--- src/rtl/sea_iter_core_pkg.sv ---
// Shared types and S-box for the iterative SEA core.
// Imported by the round datapath and the control core.
package sea_iter_core_pkg;

    typedef enum logic [1:0] {
        ST_IDLE = 2'd0,
        ST_RUN  = 2'd1,
        ST_DONE = 2'd2
    } state_t;

    localparam logic MODE_ENC = 1'b0;

    function automatic logic [2:0] sea_sbox3(input logic [2:0] x);
        logic [2:0] y;
        unique case (x)
            3'd0:    y = 3'd0;
            3'd1:    y = 3'd5;
            3'd2:    y = 3'd6;
            3'd3:    y = 3'd7;
            3'd4:    y = 3'd4;
            3'd5:    y = 3'd3;
            3'd6:    y = 3'd1;
            default: y = 3'd2;
        endcase
        return y;
    endfunction

endpackage

--- src/rtl/sea_iter_core_round.sv ---
// One SEA round, combinational; encrypt forward or
// decrypt backward (key recovered before the data).
module sea_round
    import sea_iter_core_pkg::*;
#(
    parameter int N  = 96,
    parameter int B  = 8,
    parameter int CW = 7
) (
    input  logic           mode,
    input  logic [N/2-1:0] l,
    input  logic [N/2-1:0] r,
    input  logic [N/2-1:0] kl,
    input  logic [N/2-1:0] kr,
    input  logic [CW-1:0]  idx,
    output logic [N/2-1:0] l_n,
    output logic [N/2-1:0] r_n,
    output logic [N/2-1:0] kl_n,
    output logic [N/2-1:0] kr_n
);
    localparam int H  = N / 2;
    localparam int NB = H / B;
    localparam int NG = NB / 3;

    typedef logic [H-1:0] half_t;

    function automatic half_t sea_add(input half_t a, input half_t b);
        half_t y;
        y = '0;
        for (int w = 0; w < NB; w++)
            y[w*B +: B] = a[w*B +: B] + b[w*B +: B];
        return y;
    endfunction

    function automatic half_t sea_sbox(input half_t x);
        half_t y;
        logic [2:0] s;
        y = '0;
        for (int g = 0; g < NG; g++) begin
            for (int j = 0; j < B; j++) begin
                s = sea_sbox3({x[(3*g+2)*B+j], x[(3*g+1)*B+j], x[3*g*B+j]});
                y[3*g*B+j]     = s[0];
                y[(3*g+1)*B+j] = s[1];
                y[(3*g+2)*B+j] = s[2];
            end
        end
        return y;
    endfunction

    function automatic half_t sea_rotbits(input half_t x);
        half_t y;
        logic [B-1:0] lo;
        logic [B-1:0] hi;
        y = x;
        for (int g = 0; g < NG; g++) begin
            lo = x[3*g*B +: B];
            hi = x[(3*g+2)*B +: B];
            y[3*g*B +: B]     = {lo[0], lo[B-1:1]};
            y[(3*g+2)*B +: B] = {hi[B-2:0], hi[B-1]};
        end
        return y;
    endfunction

    function automatic half_t sea_rotw(input half_t x);
        return {x[H-B-1:0], x[H-1:H-B]};
    endfunction

    function automatic half_t sea_rotw_inv(input half_t x);
        return {x[B-1:0], x[H-1:B]};
    endfunction

    function automatic half_t sea_const(input logic [CW-1:0] i);
        half_t y;
        y = '0;
        y[B-1:0] = B'(i);
        return y;
    endfunction

    function automatic half_t sea_f(input half_t x, input half_t k);
        return sea_rotbits(sea_sbox(sea_add(x, k)));
    endfunction

    // Forward round, or its exact inverse for decrypt.
    always_comb begin
        l_n  = '0;
        r_n  = '0;
        kl_n = '0;
        kr_n = '0;
        if (mode == MODE_ENC) begin
            l_n  = r;
            r_n  = sea_rotw(l) ^ sea_f(r, kr);
            kl_n = kr;
            kr_n = kl ^ sea_rotw(sea_f(kr, sea_const(idx)));
        end else begin
            kr_n = kl;
            kl_n = kr ^ sea_rotw(sea_f(kl, sea_const(idx)));
            r_n  = l;
            l_n  = sea_rotw_inv(r ^ sea_f(l, kl));
        end
    end

endmodule

--- src/rtl/sea_iter_core.sv ---
// Iterative SEA(n,b) core: one round per clock,
// ready/valid on both sides, returns final key state.
module sea_iter_core
    import sea_iter_core_pkg::*;
#(
    parameter int N  = 96,
    parameter int B  = 8,
    parameter int NR = 3*N/4 + 2*(N/(2*B) + B/2)
) (
    input  logic           clk,
    input  logic           rst_n,
    input  logic           in_valid,
    output logic           in_ready,
    input  logic           in_mode,
    input  logic [N/2-1:0] in_l,
    input  logic [N/2-1:0] in_r,
    input  logic [N/2-1:0] in_kl,
    input  logic [N/2-1:0] in_kr,
    output logic           out_valid,
    input  logic           out_ready,
    output logic [N/2-1:0] out_l,
    output logic [N/2-1:0] out_r,
    output logic [N/2-1:0] out_kl,
    output logic [N/2-1:0] out_kr,
    output logic           busy
);
    localparam int CW = (NR > 1) ? $clog2(NR) : 1;
    localparam logic [CW-1:0] LAST = CW'(NR - 1);

    state_t         state;
    logic [CW-1:0]  cnt;
    logic           mode_q;
    logic [N/2-1:0] l_q, r_q, kl_q, kr_q;
    logic [N/2-1:0] l_n, r_n, kl_n, kr_n;
    logic           last_round;

    assign last_round = mode_q ? (cnt == '0) : (cnt == LAST);

    sea_round #(.N(N), .B(B), .CW(CW)) u_round (
        .mode (mode_q),
        .l    (l_q),
        .r    (r_q),
        .kl   (kl_q),
        .kr   (kr_q),
        .idx  (cnt),
        .l_n  (l_n),
        .r_n  (r_n),
        .kl_n (kl_n),
        .kr_n (kr_n)
    );

    assign out_l  = l_q;
    assign out_r  = r_q;
    assign out_kl = kl_q;
    assign out_kr = kr_q;

    // Control FSM with registered handshake flags and the round state.
    always_ff @(posedge clk or negedge rst_n) begin
        if (!rst_n) begin
            state     <= ST_IDLE;
            cnt       <= '0;
            mode_q    <= 1'b0;
            l_q       <= '0;
            r_q       <= '0;
            kl_q      <= '0;
            kr_q      <= '0;
            in_ready  <= 1'b1;
            out_valid <= 1'b0;
            busy      <= 1'b0;
        end else begin
            unique case (state)
                ST_IDLE: begin
                    if (in_valid && in_ready) begin
                        mode_q   <= in_mode;
                        l_q      <= in_l;
                        r_q      <= in_r;
                        kl_q     <= in_kl;
                        kr_q     <= in_kr;
                        cnt      <= in_mode ? LAST : '0;
                        state    <= ST_RUN;
                        in_ready <= 1'b0;
                        busy     <= 1'b1;
                    end
                end
                ST_RUN: begin
                    l_q  <= l_n;
                    r_q  <= r_n;
                    kl_q <= kl_n;
                    kr_q <= kr_n;
                    if (last_round) begin
                        state     <= ST_DONE;
                        out_valid <= 1'b1;
                    end else if (mode_q) begin
                        cnt <= cnt - 1'b1;
                    end else begin
                        cnt <= cnt + 1'b1;
                    end
                end
                ST_DONE: begin
                    if (out_ready) begin
                        state     <= ST_IDLE;
                        out_valid <= 1'b0;
                        busy      <= 1'b0;
                        in_ready  <= 1'b1;
                    end
                end
                default: begin
                    state <= ST_IDLE;
                end
            endcase
        end
    end

endmodule
--- config.mk ---
export PLATFORM = sky130hd
export DESIGN_NAME = sea_iter_core
export DESIGN_NICKNAME = d
export VERILOG_FILES = /design/src/rtl/sea_iter_core_pkg.sv /design/src/rtl/sea_iter_core_round.sv /design/src/rtl/sea_iter_core.sv
export SDC_FILE = /design/constraint.sdc
export NUM_CORES = 1
export LEC_CHECK = 0
export CORE_MARGIN = 4
export CORE_UTILIZATION = 32
export CTS_CLUSTER_SIZE = 30
export DETAILED_ROUTE_END_ITERATION = 8
export GPL_ROUTABILITY_DRIVEN = 1
export PLACE_DENSITY_LB_ADDON = 0.25
export SETUP_SLACK_MARGIN = 0.4
export SYNTH_ARGS = -nofsm -noshare
export SYNTH_HDL_FRONTEND = slang
export SYNTH_SLANG_ARGS = --single-unit
--- constraint.sdc ---
create_clock -name clk -period 7.4 [get_ports clk]
set_clock_uncertainty 0.2 [all_clocks]
set_input_delay 0.74 -clock clk [delete_from_list [all_inputs] [get_ports clk]]
set_output_delay 0.74 -clock clk [all_outputs]
set_load 0.005 [all_outputs]
==> results.sh, run 1 <==
export IMPL_grt_antenna_before_repair=2
export IMPL_slowest_delay_ns=0.91
export IMPL_setup_viol=0
export IMPL_drt_iter0_drc=1756
export IMPL_r2r_end="cnt[6]"
export IMPL_max_freq_ghz=0.2715
export IMPL_io_pins=392
export IMPL_r2r_slack_ns=3.72
export IMPL_die_area_um2=62270
export IMPL_syn_cell_area_um2=18670
export IMPL_maxCapViolCount=0
export IMPL_finalWirelength_um=89590
export IMPL_route_detailed_drc=0
export IMPL_grt_busiest_layer="met2"
export IMPL_fillers=5859
export IMPL_yosys_warnings=0
export IMPL_ys_flop_type="dfrtp_1"
export IMPL_cts_htree_levels=1
export IMPL_clk_path_buf_depth=3
export IMPL_initial_core_util_pct=32.36
export IMPL_dieHeight_um=249.5
export IMPL_grt_met2_usage_pct=45.97
export IMPL_post_cts_setup_buffer_count=0
export IMPL_rows=88
export IMPL_grt_max_degree=227
export IMPL_crit_path_cell_trace="buf_4 > ha_1 > a21oi_1 > o21bai_1 > a21o_1 > a21oi_1 > xnor2_1 > or3_1 > o211ai_1"
export IMPL_num_nets_final=3020
export IMPL_grt_pass1_wl_um=130100
export IMPL_ys_types=65
export IMPL_netlist_top_cells_area="dfrtp_1 27%, xnor2_1 12%, nand2_1 9.7%, ha_1 6.9%, xor2_1 5.2%"
export IMPL_synth_enable_flop_cells=0
export IMPL_hp_class="input pin to async pin"
export IMPL_dp_hpwl_um=67940
export IMPL_critPathKind="register to register"
export IMPL_status="finished, violations left"
export IMPL_first_pass_iters=5
export IMPL_slowest_stage="dfrtp_4"
export IMPL_netlist_top_cells_count="480 x nand2_1, 256 x xnor2_1, 209 x nor2_1"
export IMPL_cts_root_buf="clkbuf_16"
export IMPL_synthArstFlopShare_pct=100.0
export IMPL_syn_nets=2702
export IMPL_avgSynthCellArea_um2=7.822
export IMPL_routed_via_density=5.531
export IMPL_critPathLaunchType="register"
export IMPL_tightest_slew_ns=1.183
export IMPL_crit_required_ns=7.70
export IMPL_cp_end_kind="register"
export IMPL_num_vias=19314
export IMPL_period_needed_ns=3.684
export IMPL_post_route_period_util_pct=49.78
export IMPL_yosysMostFrequentCell="nand2_1"
export IMPL_seq_area_frac_synth_pct=27.48
export IMPL_antenna_left=0
export IMPL_port_buffers=391
export IMPL_crit_fanout=81
export IMPL_cts_tree="yes"
export IMPL_reg2reg_from="mode_q"
export IMPL_yosys_area_top_type="dfrtp_1"
export IMPL_postCtsHoldBufs=0
export IMPL_postSynthCellCount=2387
export IMPL_routedWlPerCell_um=25.66
export IMPL_area_growth_syn_to_layout_pct=29.90
export IMPL_rsz0062_at_grt="no"
export IMPL_maxSlewViolCount=0
export IMPL_grt_overflow_total=0
export IMPL_grt_pass1_vias=18930
export IMPL_fp_coreArea_um2=57700
export IMPL_grt_util_met1_pct=35.65
export IMPL_slew_headroom_pct=21.14
export IMPL_clock_latency_ns=0.59
export IMPL_cts_resized_gates=0
export IMPL_clk_pin_slew_worst_paths_ns=0.06
export IMPL_crit_top_cell="a21oi_1"
export IMPL_die_w_um=249.5
export IMPL_drive_gt1_share_pct=4.145
export IMPL_hold_slack_ns=-0.004641
export IMPL_cts_buffers=27
export IMPL_ys_ff_latch=205
export IMPL_violations="negative hold slack"
export IMPL_track_usage_pct=27.45
export IMPL_gp_routability_congestion=0.9238
export IMPL_worstRegToRegCells=9
export IMPL_finalHoldViolCount=1
export IMPL_cts_sinks=205
export IMPL_grt_util_met3_pct=4.773
export IMPL_worstPathArrival_ns=3.98
export IMPL_tns_ns=0
export IMPL_synth_top_area_share_pct=27.34
==> worst max path at each step <==
stage	endpoint	start	cells past startpoint
after floorplan	cnt[6]	mode_q	13
after global placement	cnt[6]	mode_q	9
after detailed placement	cnt[6]	mode_q	9
after CTS	cnt[6]	mode_q	9
after global routing	cnt[6]	mode_q	9
final	cnt[6]	mode_q	9
==> layout make-up <==
class | instances | area [µm²] | area share [%]
Sequential cell | 205 | 5135 | 21.17
Multi-Input combinational cell | 1986 | 12810 | 52.82
Inverter | 59 | 221.5 | 0.9131
Clock inverter | 14 | 151.4 | 0.6242
Antenna cell | 1 | 2.502 | 0.01032
Clock buffer | 36 | 769.5 | 3.173
Tap cell | 765 | 957.2 | 3.947
Timing Repair Buffer | 426 | 4205 | 17.34
==> critical path, delay by kind of cell, from the launching register on <==
family                     cells  cell delay (ns)
xor gates and xnor gates       1             0.10
buffers and inverters          1             0.82
adders and majority gates      1             0.42
and+or+nand+nor                1             0.34
AOI/OAI and AO/OA              5             0.73
DFF                            1             0.91
==> flip-flops by register name (all words and copies together) (netlist names) <==
register / count
out_kr: 48
out_kl: 48
out_l: 48
busy: 1
state: 2
cnt: 7
out_valid: 1
mode_q: 1
in_ready: 1
out_r: 48
==> cells in the final DEF, fill, tap and decap left out, types with 30 or more instances in the layout <==
cell               n
nand2_1          480
clkdlybuf4s50_1  390
xnor2_1          256
nor2_1           209
dfrtp_1          203
a31oi_1          150
a21oi_1          112
xor2_1           111
ha_1             103
o21ai_0           85
mux2i_1           63
nand3_1           62
inv_1             58
a211oi_1          49
buf_4             33
o31ai_1           30
and3_1            30
==> cell families after synthesis <==
group / count (synthesis) / synth area share, %
simple gates: 895 / 20.54
mux: 66 / 3.558
compound gates: 539 / 18.58
fa+ha+maj: 118 / 8.511
buf+inv: 196 / 4.021
flops: 205 / 27.48
xor+xnor: 368 / 17.30
==> metal layers <==
layer / part of all wire [%] / vias to the layer above
met5: 0 / -
met4: 4.6 / 0
met3: 6.6 / 168
met2: 47 / 760
met1: 42 / 9482
li1: - / 8904
==> metrics by stage <==
stage | area (µm²) | instances | setup slack, ns | util [%]
floorplan | 18670 | 2387 | 4.497 | -
global placement | 23330 | 3441 | 3.871 | 40.44
detailed placement | 23330 | 3441 | 3.783 | 40.44
CTS | 24250 | 3491 | 3.754 | 42.03
global route | 24250 | 3491 | 3.487 | 42.03
finish | 24250 | 3492 | 3.716 | 42.04
Power of run 1 is not shown: default switching activity piles up to over one toggle a cycle in this logic, so the estimate is an artifact.
==> inputs of run 2 (changes only) <==
- clock period: 7.4 -> 3.2 ns (I/O delays scaled with it)
==> run 2 against run 1 <==
Against the previous run: the run now ends clean; via count increased by 4.7%; global-route usage grew 2.5 points; first-iteration DRC count fell by 8.6%; maximum frequency rose by 32%; design area increased by 9.2%; routed wire length rose by 9.1%; die area is the same; cell count increased by 4.9%; largest cell class unchanged; highest routed layer is now met5.
==> results.sh, run 2 (same netlist as run 1, synthesis figures left out) <==
export IMPL_status="completed"
export IMPL_clock_latency_ns=0.59
export IMPL_maxSlewViolCount=0
export IMPL_fin_util_pct=45.91
export IMPL_first_pass_iters=6
export IMPL_grt_max_degree=127
export IMPL_crit_required_ns=3.46
export IMPL_grt_antenna_before_repair=4
export IMPL_slowest_stage="dfrtp_1"
export IMPL_final_common_cell="nand2_1"
export IMPL_path_delay_family="simple AND/OR/NAND/NOR gates"
export IMPL_port_buffers=391
export IMPL_maxCapViolCount=0
export IMPL_cts_buffers=29
export IMPL_post_route_period_util_pct=87.06
export IMPL_num_vias=20224
export IMPL_slew_headroom_pct=47.37
export IMPL_routedWlPerCell_um=26.69
export IMPL_dieHeight_um=249.5
export IMPL_rows=88
export IMPL_route_detailed_drc=0
export IMPL_dp_hpwl_um=75800
export IMPL_cp_num_buf_inv=2
export IMPL_area_growth_syn_to_layout_pct=41.88
export IMPL_worstPathArrival_ns=3.05
export IMPL_cts_sinks=205
export IMPL_max_freq_ghz=0.3589
export IMPL_slowest_delay_ns=0.40
export IMPL_num_nets_final=3193
export IMPL_crit_fanout=4
export IMPL_io_pins=392
export IMPL_grt_overflow_total=0
export IMPL_drive_gt1_share_pct=14.39
export IMPL_hp_class="input pin to async pin"
export IMPL_routed_via_density=5.520
export IMPL_finalWirelength_um=97780
export IMPL_antenna_left=0
export IMPL_final_cell_mix="480 x nand2_1, 390 x clkdlybuf4s50_1, 229 x xnor2_1, 201 x nor2_1, 185 x buf_4"
export IMPL_critPathKind="register to register"
export IMPL_period_needed_ns=2.786
export IMPL_r2r_slack_ns=0.41
export IMPL_rsz0062_at_grt="yes"
export IMPL_cts_htree_levels=1
export IMPL_clk_path_buf_depth=3
export IMPL_fillers=5731
export IMPL_die_area_um2=62270
export IMPL_tightest_slew_ns=0.7827
export IMPL_crit_path_cell_trace="buf_6 > buf_6 > fa_2 > a21o_1 > a21oi_2 > or4b_4 > o2111ai_4 > or3_1 > nand3_2 > xor2_1 > a21oi_1"
export IMPL_die_w_um=249.5
export IMPL_cp_end_kind="register"
export IMPL_cts_tree="yes"
export IMPL_setup_viol=0
export IMPL_track_usage_pct=29.94
export IMPL_finalHoldViolCount=0
export IMPL_grt_pass1_vias=19970
export IMPL_drt_iter0_drc=1605
export IMPL_clk_pin_slew_worst_paths_ns=0.06
export IMPL_fp_coreArea_um2=57700
export IMPL_gp_routability_congestion=0.9538
export IMPL_grt_pass1_wl_um=139800
export IMPL_critPathLaunchType="register"
export IMPL_initial_core_util_pct=32.36
export IMPL_cts_root_buf="clkbuf_16"
export IMPL_crit_top_cell="buf_6"
-- run 2: path summary, 6_finish.rpt --
check | depth (start not counted) | end | startpoint
setup / recovery | 11 | out_kl[31] | out_kl[1]
hold / removal | 2 | out_kr[14] | rst_n
setup reg to reg | 11 | out_kl[31] | out_kl[1]
hold reg to reg | 2 | busy | busy
max in group asynchronous | 3 | out_kl[17] | rst_n
min in group clk | 3 | out_kr[15] | in_kr[15]
-- run 2: per-stage QoR --
step	area (µm²)	setup WS [ns]	instances	TNS [ns]	hold slack [ns]
floorplan	18670	0.5152	2387	0	-0.1756
global placement	24520	-0.1717	3580	-0.1717	0.1573
CTS	25790	0.3883	3640	0	0.07765
detailed placement	24520	-0.1884	3580	-0.1884	0.1668
finish	26490	0.4140	3664	0	0.09177
global route	26490	0.3236	3662	0	0.1126
-- run 2: timing repair --
action                                  CTS  global route
endpoints found under the setup margin   39            61
resized for setup                        65           105
hold endpoints to repair                 53             0
pin swaps                                13            61
hold buffers                              1             0
setup buffers                             9            22
cloned                                    0             0
-- run 2: layer usage --
layer / vias to the layer above / track usage [%] / part of all wire, %
li1: 9233 / - / -
met1: 9964 / 38.68 / 41
met2: 847 / 50.94 / 48
met3: 176 / 4.804 / 6.8
met4: 4 / 10.47 / 4.3
met5: - / 0 / 0.029
-- run 2: cell type report --
class | count | area [µm²] | share of cell area [%]
clock buffer | 43 | 838.3 | 3.165
inverter | 59 | 221.5 | 0.8360
multi-input combinational | 1986 | 13580 | 51.26
clock inverter | 7 | 60.06 | 0.2267
antenna | 2 | 5.005 | 0.01889
timing repair buffer | 597 | 5664 | 21.38
sequential | 205 | 5165 | 19.50
tap | 765 | 957.2 | 3.613
Power of run 2 is left out for the same reason.
==> RTL change 1 (flow settings as in run 2) <==
`N` is set to 96 in 2 places; all go to 48.
--- a/src/rtl/sea_iter_core_round.sv
+++ b/src/rtl/sea_iter_core_round.sv
@@ -3,7 +3,7 @@
 module sea_round
     import sea_iter_core_pkg::*;
 #(
-    parameter int N  = 96,
+    parameter int N  = 48,
     parameter int B  = 8,
     parameter int CW = 7
 ) (
--- a/src/rtl/sea_iter_core.sv
+++ b/src/rtl/sea_iter_core.sv
@@ -3,7 +3,7 @@
 module sea_iter_core
     import sea_iter_core_pkg::*;
 #(
-    parameter int N  = 96,
+    parameter int N  = 48,
     parameter int B  = 8,
     parameter int NR = 3*N/4 + 2*(N/(2*B) + B/2)
 ) (
Ports: changed (8 resized); port bits go from 392 to 200. The function was not compared with the original's and may differ.
==> RTL change 1 against run 2 <==
Routed wire length fell by 59%; cell area fell by 48%; global-route usage fell by 7.8 points; sequential cell count fell by 97; sequential share of layout area rose by 0.25 points; worst setup slack got worse by 0.0087 ns; area after synthesis fell by 45%; critical path depth fell by 3; critical endpoint is now out_r[23]$_DFFE_PN0P_.
Power is not shown: default switching activity piles up to over one toggle a cycle in this logic, so the estimate is an artifact.
==> RTL change 1: results (changes against run 2) <==
crit-path max FO 8 (was 4); Post-synth top cells xnor2_1 (133), dfrtp_1 (107), nand2_1 (102) (was nand2_1 (480), xnor2_1 (256), nor2_1 (209)); data arrival time of the critical path 2.87 ns (was 3.05 ns); CTS resizes 32 (was 65); post-synthesis compound-gate area fraction 0.198 (was 0.186); Synth Area in Adders 0.0886 (was 0.0851); Syn Nets 1365 (was 2702); Tightest Pin Transition 1.24 ns (was 0.783 ns); diodes inserted 0 (was 2); mux share of post-synthesis cell area 0.0833 (was 0.0356); clock network share of area 0.0213 (was 0.0339); Non-clock buffers, area share 0.194 (was 0.214); largest net degree at the start of global routing 67 (was 127); fillers 3144 (was 5731); FF/Latch Area 0.00274 mm^2 (was 0.00516 mm^2); Synth Area in XOR/XNOR 0.156 (was 0.173); top sig layer met4 (was met5); final instance area 0.0139 mm^2 (was 0.0265 mm^2); grt met3 use 0.0417 (was 0.0480); vias per cell 5.44 (was 5.52); Non-clock buffers 287 (was 597); Reg clk slew, reported paths 0.08 ns (was 0.06 ns); status complete, no violations (unchanged); inverters 39 (was 59); GP Congestion 0.912 (was 0.954); met1 GRT Util 0.303 (was 0.387); comb_multi_in 985 (was 1986); CTS H-tree lvls 3 (was 1); num sequential 108 (was 205); I/O Buffers 199 (was 391); Max clock buf depth 2 (was 3); total global routing track utilization 0.221 (was 0.299); Seq/Total Area, Yosys 0.264 (was 0.275); Nets 1598 (was 3193); commonest non-fill, non-tap cell in the layout clkdlybuf4s50_1 (was nand2_1); ranking of synthesized cells by area dfrtp_1 (26%), xnor2_1 (11%), mux2i_1 (8.2%), ha_1 (7.1%), a21oi_1 (4.5%) (was dfrtp_1 (27%), xnor2_1 (12%), nand2_1 (9.7%), ha_1 (6.9%), xor2_1 (5.2%)); WL met2 18400 um (was 46700 um); core area 0.0316 mm^2 (was 0.0577 mm^2); count of different cell masters after synthesis 72 (was 65); clock buffers 10 (was 43); Iter 0 DRT Violations 882 (was 1605); placed inst area 0.0130 mm^2 (was 0.0245 mm^2); final std cells w/o fill 1837 (was 3664); number of global-route vias before repair 9604 (was 19970); antenna violations before repair 0 (was 4); DRT met1 WL 18200 um (was 40200 um); worst-skew pair later-pin latency 0.37 ns (was 0.59 ns); CTS Buf Count 9 (was 29); multi-input combinational area share 0.541 (was 0.513); metal3 WL 2500 um (was 6680 um); fraction of layout cells with a size suffix above 1 0.148 (was 0.144); Post-CTS Setup Inserts 3 (was 9)
## RTL change 1: worst paths after layout
check                                            start                      to  slack, ns  depth (start not counted)
worst max register to register  out_kr[21]$_DFFE_PN0P_   out_r[23]$_DFFE_PN0P_       0.41                          8
max in group asynchronous                        rst_n  out_kr[19]$_DFFE_PN0P_       1.65                          3
worst max-delay path            out_kr[21]$_DFFE_PN0P_   out_r[23]$_DFFE_PN0P_       0.41                          8
worst min register to register        busy$_DFFE_PN0P_        busy$_DFFE_PN0P_       0.29                          1
min in group clk                      busy$_DFFE_PN0P_        busy$_DFFE_PN0P_       0.29                          1
worst min-delay path                             rst_n    out_r[6]$_DFFE_PN0P_       0.23                          2
## RTL change 1: worst max-delay path, stage by stage (launching register included)
cell and delay (ns):
dfrtp_1 0.50, ha_1 0.38, inv_1 0.12, o311ai_0 0.75, a311oi_4 0.07, buf_4 0.20, xnor2_2 0.13, xnor2_1 0.14
a211oi_1 0.22
==> RTL change 2 (config.mk and constraints of run 2) <==
Without the edit above. Make the reset (`rst_n`) synchronous in one clocked block.
--- a/src/rtl/sea_iter_core.sv
+++ b/src/rtl/sea_iter_core.sv
@@ -55,7 +55,7 @@
     assign out_kr = kr_q;
 
     // Control FSM with registered handshake flags and the round state.
-    always_ff @(posedge clk or negedge rst_n) begin
+    always_ff @(posedge clk) begin
         if (!rst_n) begin
             state     <= ST_IDLE;
             cnt       <= '0;
Behaviour: not the same (a bounded check fails within 4 cycles, from zero or initial values and one cycle with rst_n low; the reset may be asserted at any time).
==> RTL change 2 against run 2 <==
Area after synthesis is 2.6% lower; routed wire length is 4.0% lower; cell area is 5.0% lower; sequential cell count stayed put; final cell count is 1.3% higher; non-clock buffer count is 30 lower; worst setup slack worse by 0.018 ns; largest cell class unchanged.
Power is left out: it rests on default switching activity, and per cell area and clock period it moved more than threefold.
==> RTL change 2: results (changes against run 2) <==
status complete, no violations (unchanged); R2R Path Start out_kr[40]$_SDFFE_PN0P_ (was out_kl[1]$_DFFE_PN0P_); asr flop ratio synth 0 (was 1.00); Final HPWL DP 73700 um (was 75800 um); Crit-path slowest cell fa_2 (was dfrtp_1); FF-to-FF setup slack 0.40 ns (was 0.41 ns); crit-path max FO 5 (was 4); total global routing track utilization 0.296 (was 0.299); DRT met1 WL 39200 um (was 40200 um); data arrival time of the critical path 3.06 ns (was 3.05 ns); ranking of synthesized cells by area dfxtp_1 (23%), nand2_1 (12%), xnor2_1 (12%), ha_1 (7.1%), xor2_1 (5.7%) (was dfrtp_1 (27%), xnor2_1 (12%), nand2_1 (9.7%), ha_1 (6.9%), xor2_1 (5.2%)); met1 GRT Util 0.382 (was 0.387); Reg-to-Reg End out_r[38]$_SDFFE_PN0P_ (was out_kl[31]$_DFFE_PN0P_); top sig layer met4 (was met5); number of global-route vias before repair 19381 (was 19970); mux share of post-synthesis cell area 0.0454 (was 0.0356); fraction of layout cells with a size suffix above 1 0.111 (was 0.144); metal3 WL 6390 um (was 6680 um); Syn Nets 2809 (was 2702); via count 20007 (was 20224); GP Congestion 0.989 (was 0.954); Tightest Pin Transition 1.14 ns (was 0.783 ns); WL met2 44300 um (was 46700 um); post-synthesis compound-gate area fraction 0.167 (was 0.186); Detailed Routing Iterations Pass 1 5 (was 6); Fin Hold WS 0.117 ns (was 0.0918 ns); Post-synth top cells nand2_1 (583), xnor2_1 (247), dfxtp_1 (205) (was nand2_1 (480), xnor2_1 (256), nor2_1 (209)); dominant synthesized flop cell dfxtp_1 (was dfrtp_1); count of different cell masters after synthesis 58 (was 65); Nets 3253 (was 3193)
RTL change 2: cell types whose count changed after synthesis, sizes merged, moves of 38 or more:
cell    change
a31oi     -142
nand3     +138
a211oi     -38
dfrtp     -204
a21oi      +54
dfxtp     +205
nand2     +103
nor2       -96
o211a      +54
RTL change 2: cell type report:
class	count	area [um^2]
clock inverter	5	30.0
fill	5711	31100
inverter	34	128
timing repair buffer	567	5370
clock buffer	41	758
tap	756	946
sequential	205	4150
multi-input combinational	2103	13800
RTL change 2: timing repair:
| item | in CTS | in global routing |
|---|---|---|
| setup buffers | 3 | 9 |
| cloned | 0 | 0 |
| hold buffers | 0 | 0 |
| setup endpoints to repair | 32 | 47 |
| gates resized for setup | 40 | 73 |
| pin swaps | 4 | 28 |
RTL change 2: metrics by stage:
stage	instance area [um^2]	setup WS, ns	cells
6_report	25200	0.396	3711
2_1_floorplan	18200	0.430	2494
5_1_grt	25200	0.272	3711
3_5_place_dp	23900	0.131	3653
3_3_place_gp	23900	0.153	3653
4_1_cts	24800	0.348	3702
